`src/rtl/ip_uart_arbiter.sv`:
```
// ---------------------------------------------------------------------------
// ip_uart_arbiter
//
// Shares one ip_uart transmitter between four byte-producing ports.
// Ports are served round-robin one byte at a time. A port that raises its
// lock bit keeps the transmitter after its byte so it can send a multi-byte
// message without interleaving. A locked owner that stays silent for
// HOLD_TIMEOUT cycles loses the grant.
//
// Parameters
//   HOLD_TIMEOUT   idle cycles a locked owner may keep the grant (1..65535)
//
// Ports
//   clk            system clock, rising edge
//   n_reset        synchronous active-low reset
//   req_data       byte of port i on bits [8i+7:8i]
//   req            per-port send request, held with stable data until acked
//   lock           per-port request to keep the grant after the current byte
//   busy           per-port acknowledge, low for one cycle when byte taken
//   grant          index of the current owner port
//   grant_valid    high while a byte is in flight or the owner holds the grant
//   uart_send_data byte presented to ip_uart
//   uart_send_req  request to ip_uart
//   uart_send_busy ip_uart busy; byte taken when req=1 and busy=0
// ---------------------------------------------------------------------------
module ip_uart_arbiter #(
    parameter logic [15:0] HOLD_TIMEOUT = 16'd27000
) (
    input  logic        clk,
    input  logic        n_reset,
    input  logic [31:0] req_data,
    input  logic [3:0]  req,
    input  logic [3:0]  lock,
    output logic [3:0]  busy,
    output logic [1:0]  grant,
    output logic        grant_valid,
    output logic [7:0]  uart_send_data,
    output logic        uart_send_req,
    input  logic        uart_send_busy
);

    typedef enum logic [1:0] {
        IDLE = 2'd0,
        SEND = 2'd1,
        HOLD = 2'd2
    } state_t;

    state_t      state_reg,    state_next;
    logic [7:0]  data_reg,     data_next;
    logic        send_req_reg, send_req_next;
    logic [3:0]  busy_reg,     busy_next;
    logic [1:0]  grant_reg,    grant_next;
    logic [1:0]  last_reg,     last_next;
    logic [3:0]  armed_reg,    armed_next;
    logic [15:0] hold_cnt_reg, hold_cnt_next;

    // Per-port byte lanes.
    logic [7:0] port_byte [4];

    generate
        for (genvar gi = 0; gi < 4; gi++) begin : g_lane
            assign port_byte[gi] = req_data[8*gi +: 8];
        end
    endgenerate

    // A port may only be served once per request assertion: armed drops on
    // acknowledge and comes back only after the port has released req.
    logic [3:0] eligible;
    assign eligible = req & armed_reg;

    // Round-robin candidates in scan order: cand[0] = last+1, cand[3] = last.
    logic [1:0] cand [4];
    logic [3:0] cand_elig;

    generate
        for (genvar gi = 0; gi < 4; gi++) begin : g_cand
            localparam logic [1:0] OFFSET = 2'(gi + 1);
            assign cand[gi]      = last_reg + OFFSET;
            assign cand_elig[gi] = eligible[cand[gi]];
        end
    endgenerate

    logic       rr_found;
    logic [1:0] rr_port;

    // Descending loop so the earliest candidate in scan order wins.
    always_comb begin
        rr_found = 1'b0;
        rr_port  = last_reg;
        for (int k = 3; k >= 0; k--) begin
            if (cand_elig[k]) begin
                rr_found = 1'b1;
                rr_port  = cand[k];
            end
        end
    end

    logic        owner_eligible;
    logic        owner_release;
    logic [15:0] hold_cnt_inc;

    assign owner_eligible = eligible[grant_reg];
    assign owner_release  = !lock[grant_reg] && !req[grant_reg];
    assign hold_cnt_inc   = hold_cnt_reg + 16'd1;

    always_comb begin
        state_next    = state_reg;
        data_next     = data_reg;
        send_req_next = send_req_reg;
        busy_next     = 4'hF;               // acknowledge is a single-cycle pulse
        grant_next    = grant_reg;
        last_next     = last_reg;
        armed_next    = armed_reg | ~req;   // re-arm any port that released req
        hold_cnt_next = hold_cnt_reg;

        case (state_reg)
            IDLE: begin
                hold_cnt_next = 16'd0;
                if (rr_found) begin
                    data_next           = port_byte[rr_port];
                    grant_next          = rr_port;
                    last_next           = rr_port;
                    busy_next[rr_port]  = 1'b0;
                    armed_next[rr_port] = 1'b0;
                    send_req_next       = 1'b1;
                    state_next          = SEND;
                end
            end

            SEND: begin
                hold_cnt_next = 16'd0;
                if (!uart_send_busy) begin
                    send_req_next = 1'b0;
                    state_next    = lock[grant_reg] ? HOLD : IDLE;
                end
            end

            HOLD: begin
                if (owner_eligible) begin
                    // Next byte of a locked message; last is left alone so the
                    // round-robin position is not disturbed by the lock.
                    data_next             = port_byte[grant_reg];
                    busy_next[grant_reg]  = 1'b0;
                    armed_next[grant_reg] = 1'b0;
                    send_req_next         = 1'b1;
                    hold_cnt_next         = 16'd0;
                    state_next            = SEND;
                end else if (owner_release) begin
                    hold_cnt_next = 16'd0;
                    state_next    = IDLE;
                end else if (hold_cnt_inc >= HOLD_TIMEOUT) begin
                    hold_cnt_next = 16'd0;
                    state_next    = IDLE;
                end else begin
                    hold_cnt_next = hold_cnt_inc;
                end
            end

            default: begin
                state_next    = IDLE;
                send_req_next = 1'b0;
                hold_cnt_next = 16'd0;
            end
        endcase
    end

    always_ff @(posedge clk) begin
        if (!n_reset) begin
            state_reg    <= IDLE;
            data_reg     <= 8'd0;
            send_req_reg <= 1'b0;
            busy_reg     <= 4'hF;
            grant_reg    <= 2'd0;
            last_reg     <= 2'd3;     // port 0 is scanned first after reset
            armed_reg    <= 4'hF;
            hold_cnt_reg <= 16'd0;
        end else begin
            state_reg    <= state_next;
            data_reg     <= data_next;
            send_req_reg <= send_req_next;
            busy_reg     <= busy_next;
            grant_reg    <= grant_next;
            last_reg     <= last_next;
            armed_reg    <= armed_next;
            hold_cnt_reg <= hold_cnt_next;
        end
    end

    assign busy           = busy_reg;
    assign grant          = grant_reg;
    assign grant_valid    = (state_reg != IDLE);
    assign uart_send_data = data_reg;
    assign uart_send_req  = send_req_reg;

endmodule

```
`config.mk`:
```
export PLATFORM = sky130hd
export DESIGN_NAME = ip_uart_arbiter
export DESIGN_NICKNAME = d
export VERILOG_FILES = /design/src/rtl/ip_uart_arbiter.sv
export SDC_FILE = /design/constraint.sdc
export NUM_CORES = 1
export LEC_CHECK = 0
export ABC_CLOCK_PERIOD_IN_PS = 3300
export CAP_MARGIN = 10
export CORE_ASPECT_RATIO = 1.75
export CORE_MARGIN = 1.5
export CORE_UTILIZATION = 50
export CTS_CLUSTER_SIZE = 16
export DETAILED_ROUTE_END_ITERATION = 6
export PLACE_DENSITY = 0.82
export SETUP_SLACK_MARGIN = 0.02
export SLEW_MARGIN = 30
export SYNTH_ARGS = -nofsm -noshare
export SYNTH_HDL_FRONTEND = slang
export SYNTH_SLANG_ARGS = --single-unit
```
`constraint.sdc`:
```
create_clock -name clk -period 3.3 [get_ports clk]
set_input_delay 0.825 -clock clk [delete_from_list [all_inputs] [get_ports clk]]
set_output_delay 0.825 -clock clk [all_outputs]
set_load 0.1 [all_outputs]
```
==> results_tabular.tex <==
\begin{tabular}{lr}
\hline
Metric & Value \\
\hline
\multicolumn{2}{l}{\textbf{Setup path}} \\
Critical register-to-register path endpoint & hold\_cnt\_reg[8] \\
Type of destination of the critical path & register \\
Depth of the worst register-to-register path & 7 \\
Worst EP required & 3500 ps \\
Signal arrival time at the worst endpoint & 3040 ps \\
Startpoint class of the critical path & input pin \\
Slack of the worst reg-to-reg path & 830 ps \\
Largest fanout of any net on the critical path & 9 \\
Reg2Reg Launch Point & hold\_cnt\_reg[0] \\
Critical Setup Path Class & input pin to register \\
\multicolumn{2}{l}{\textbf{Final layout}} \\
Area of combinational cells with multiple inputs & 1660 um2 \\
Area overhead of the layout relative to synthesis & 26.0\% \\
Fraction of layout cells with a size suffix above 1 & 0.160 \\
Number of diodes & 0 \\
Filler Cells Inserted & 415 \\
Final standard cell count with taps included and fillers excluded & 405 \\
Commonest non-fill, non-tap cells in the layout & clkdlybuf4s50\_1 (42), nand2\_1 (39), dfxtp\_1 (39) \\
Area occupied by registers & 781 um2 \\
Final cell utilization of the core & 0.650 \\
Most common cell after layout, fill and taps aside & clkdlybuf4s50\_1 \\
Max reg flops & 16 \\
Layout net count & 394 \\
\multicolumn{2}{l}{\textbf{Min path}} \\
Capture endpoint of the worst hold path & uart\_send\_req \\
Startpoint of the worst hold path & uart\_send\_req \\
Kind of path behind the tightest hold check & register to register \\
Cell depth of the worst hold path & 2 \\
\multicolumn{2}{l}{\textbf{Timing}} \\
Finish-stage setup viols & 0 \\
Portion of the clock cycle consumed by the worst path in the final layout & 0.861 \\
Minimum clock period after layout & 2840 ps \\
Fin worst setup slack & 458 ps \\
Max-slew violation total from the final report & 0 \\
Setup repair after global routing missed its margin & no \\
Final hold viol count & 0 \\
Max-slew headroom at the worst pin & 0.473 \\
Fmax & 352 MHz \\
Sum of negative setup slack & 0 ps \\
Final Skew & 10.8 ps \\
Worst-margin pin slew & 785 ps \\
\multicolumn{2}{l}{\textbf{Synthesis}} \\
Cells after synthesis & 301 \\
Post-synthesis sequential area ratio & 0.304 \\
Avg Inst Size Synth & 8.53 um2 \\
Cell Area, Synth & 2570 um2 \\
Post-synth ARST share & 0 \\
Most used flip-flop cell after synthesis & dfxtp\_1 \\
Net count after synthesis & 345 \\
FF+latch count, synth & 39 \\
Unique masters post-synth & 66 \\
Number of warnings issued by yosys & 0 \\
EDFF count, synth & 0 \\
\multicolumn{2}{l}{\textbf{CTS}} \\
Maximum root-to-sink buffer count & 2 \\
CTS hold repair buffers & 0 \\
CTS tree & done \\
Skew-Pair Late Insertion Delay & 290 ps \\
Clock-pin slew on the worst setup and hold paths & 70 ps \\
Number of gates resized after CTS & 0 \\
Buffer cell driving the clock tree root & clkbuf\_8 \\
Cts bufs inserted & 5 \\
Count of clock tree sinks & 39 \\
Number of H-tree levels & 2 \\
Buffers inserted by post-CTS timing repair & 0 \\
\multicolumn{2}{l}{\textbf{Drt}} \\
Number of routed nets with antenna violations & 0 \\
Post-DR wirelength/cell & 17.1 um \\
Vias & 2611 \\
Final wirelength & 6940 um \\
Number of violations reported at the end of detailed-routing iteration 0 & 123 \\
Number of iterations in the first detailed-routing pass & 5 \\
Detailed-route DRC error count & 0 \\
Vias/cell & 6.45 \\
\multicolumn{2}{l}{\textbf{Job}} \\
Max-Cap Viols & 0 \\
\multicolumn{2}{l}{\textbf{Power and ir drop}} \\
Internal power component & 1.09 mW \\
Share of power burned in registers & 0.322 \\
Combinational group share of total power & 0.417 \\
Net Sw Frac & 0.400 \\
Power per cell area & 559 nW/um2 \\
Worst IR Drop VDD & 0.424 mV \\
Total Power & 1.81 mW \\
Relative contribution of the clock network to total power & 0.261 \\
Switching power & 0.724 mW \\
Leakage Power & 1.18 nW \\
\multicolumn{2}{l}{\textbf{Global route}} \\
Via count of the first global-routing pass & 2523 \\
Number of antenna violations at the first check in global routing & 0 \\
Global-route total usage across every layer & 0.256 \\
Remaining global-route overflow & 0 \\
Maximum number of pins on one net before global-route repair & 20 \\
Global-route wire length before repair & 11400 um \\
\multicolumn{2}{l}{\textbf{Place}} \\
Port Buffer Count & 58 \\
DPL Wire Length & 5090 um \\
Gp weighted congestion & 0.893 \\
Cell count after placement & 397 \\
Pre-CTS WS & 225 ps \\
\multicolumn{2}{l}{\textbf{Floorplanning}} \\
Top-Level Pins & 59 \\
Die H & 97.8 um \\
Number of rows created at floorplan & 34 \\
Horizontal die dimension & 57.2 um \\
Std-Cell Core Area & 4980 um2 \\
Starting density of the core & 0.516 \\
Die ar. & 5590 um2 \\
\multicolumn{2}{l}{\textbf{Run status}} \\
Run status & completed \\
\hline
\end{tabular}
stage by stage:
step                hold slack (ps)  area [um2]
floorplan                       457        2570
global placement                455        3100
detailed placement              470        3100
CTS                             480        3240
global route                    510        3240
finish                          479        3240
routing by layer:
layer / wire, um / up-vias / track usage / share of wire
met5: 0 / - / 0 / 0
met4: 273 / 0 / 0.141 / 0.039
met3: 337 / 21 / 0.0358 / 0.049
met2: 3800 / 110 / 0.469 / 0.55
met1: 2540 / 1257 / 0.270 / 0.37
li1: - / 1223 / - / -
area by class of cell:
class                           count  area share
Clock buffer                        6      0.0224
Sequential cell                    39       0.241
Tap cell                           54      0.0209
Clock inverter                      2      0.0186
Inverter                            8     0.00928
Multi-Input combinational cell    234       0.511
Timing Repair Buffer               62       0.176
critical path, cell delays in order:
cell and delay [ps]:
clkdlybuf4s50_1 550, and2_0 300, a22oi_1 140, o21ai_1 640
a221o_1 270, a221oi_1 60, o31ai_1 260
Yosys cell counts, drive strengths merged, types with 3 or more instances:
cell    instances  area share
nand4           6       0.015
nand2          41       0.062
nor2b           3      0.0073
nor3            5       0.012
xnor2           9       0.031
a221oi          7       0.024
and2            7       0.017
nor4            4      0.0097
inv             8       0.012
a21oi           4      0.0093
a22oi           3      0.0088
dfxtp          39        0.30
nand3          17       0.035
mux4           11       0.096
o31ai           7       0.020
buf            12       0.028
clkbuf          8       0.012
and3            3      0.0073
xor2            5       0.017
a32o            3       0.012
a221o           7       0.027
nor2           34       0.057
a21boi          5       0.015
o21ai          13       0.025
power by group through the flow:
stage               Sequential (mW)  Combinational, mW  Clock [mW]
detailed placement            0.590              0.748           0
finish                        0.582              0.755       0.472
CTS                           0.580              0.750       0.476
global placement              0.589              0.737           0
global route                  0.589              0.794       0.501
floorplan                     0.803              0.337           0
cell families (layout without fill, tap and decap cells):
family / Yosys count / count (layout) / share of synthesized area
AOI/OAI and AO/OA: 72 / 72 / 0.224
xor gates and xnor gates: 14 / 14 / 0.0477
adders and majority gates: 1 / 1 / 0.00487
buffers and inverters: 28 / 78 / 0.0516
DFF: 39 / 39 / 0.304
muxes: 12 / 12 / 0.101
other: 1 / 1 / 0.00146
and+or+nand+nor: 134 / 134 / 0.265
worst max path at each step:
stage	endpoint	slack (ps)	startpoint	cells past startpoint
finish	uart_send_data[4]	460	req[2]	7
global route	uart_send_data[5]	320	req[2]	7
CTS	uart_send_data[4]	520	req[2]	7
detailed placement	uart_send_data[7]	220	req[2]	7
global placement	uart_send_data[2]	260	req[2]	7
floorplan	hold_cnt_reg[12]	750	grant[0]	7
No activity file was read; power rests on OpenSTA's default activity.
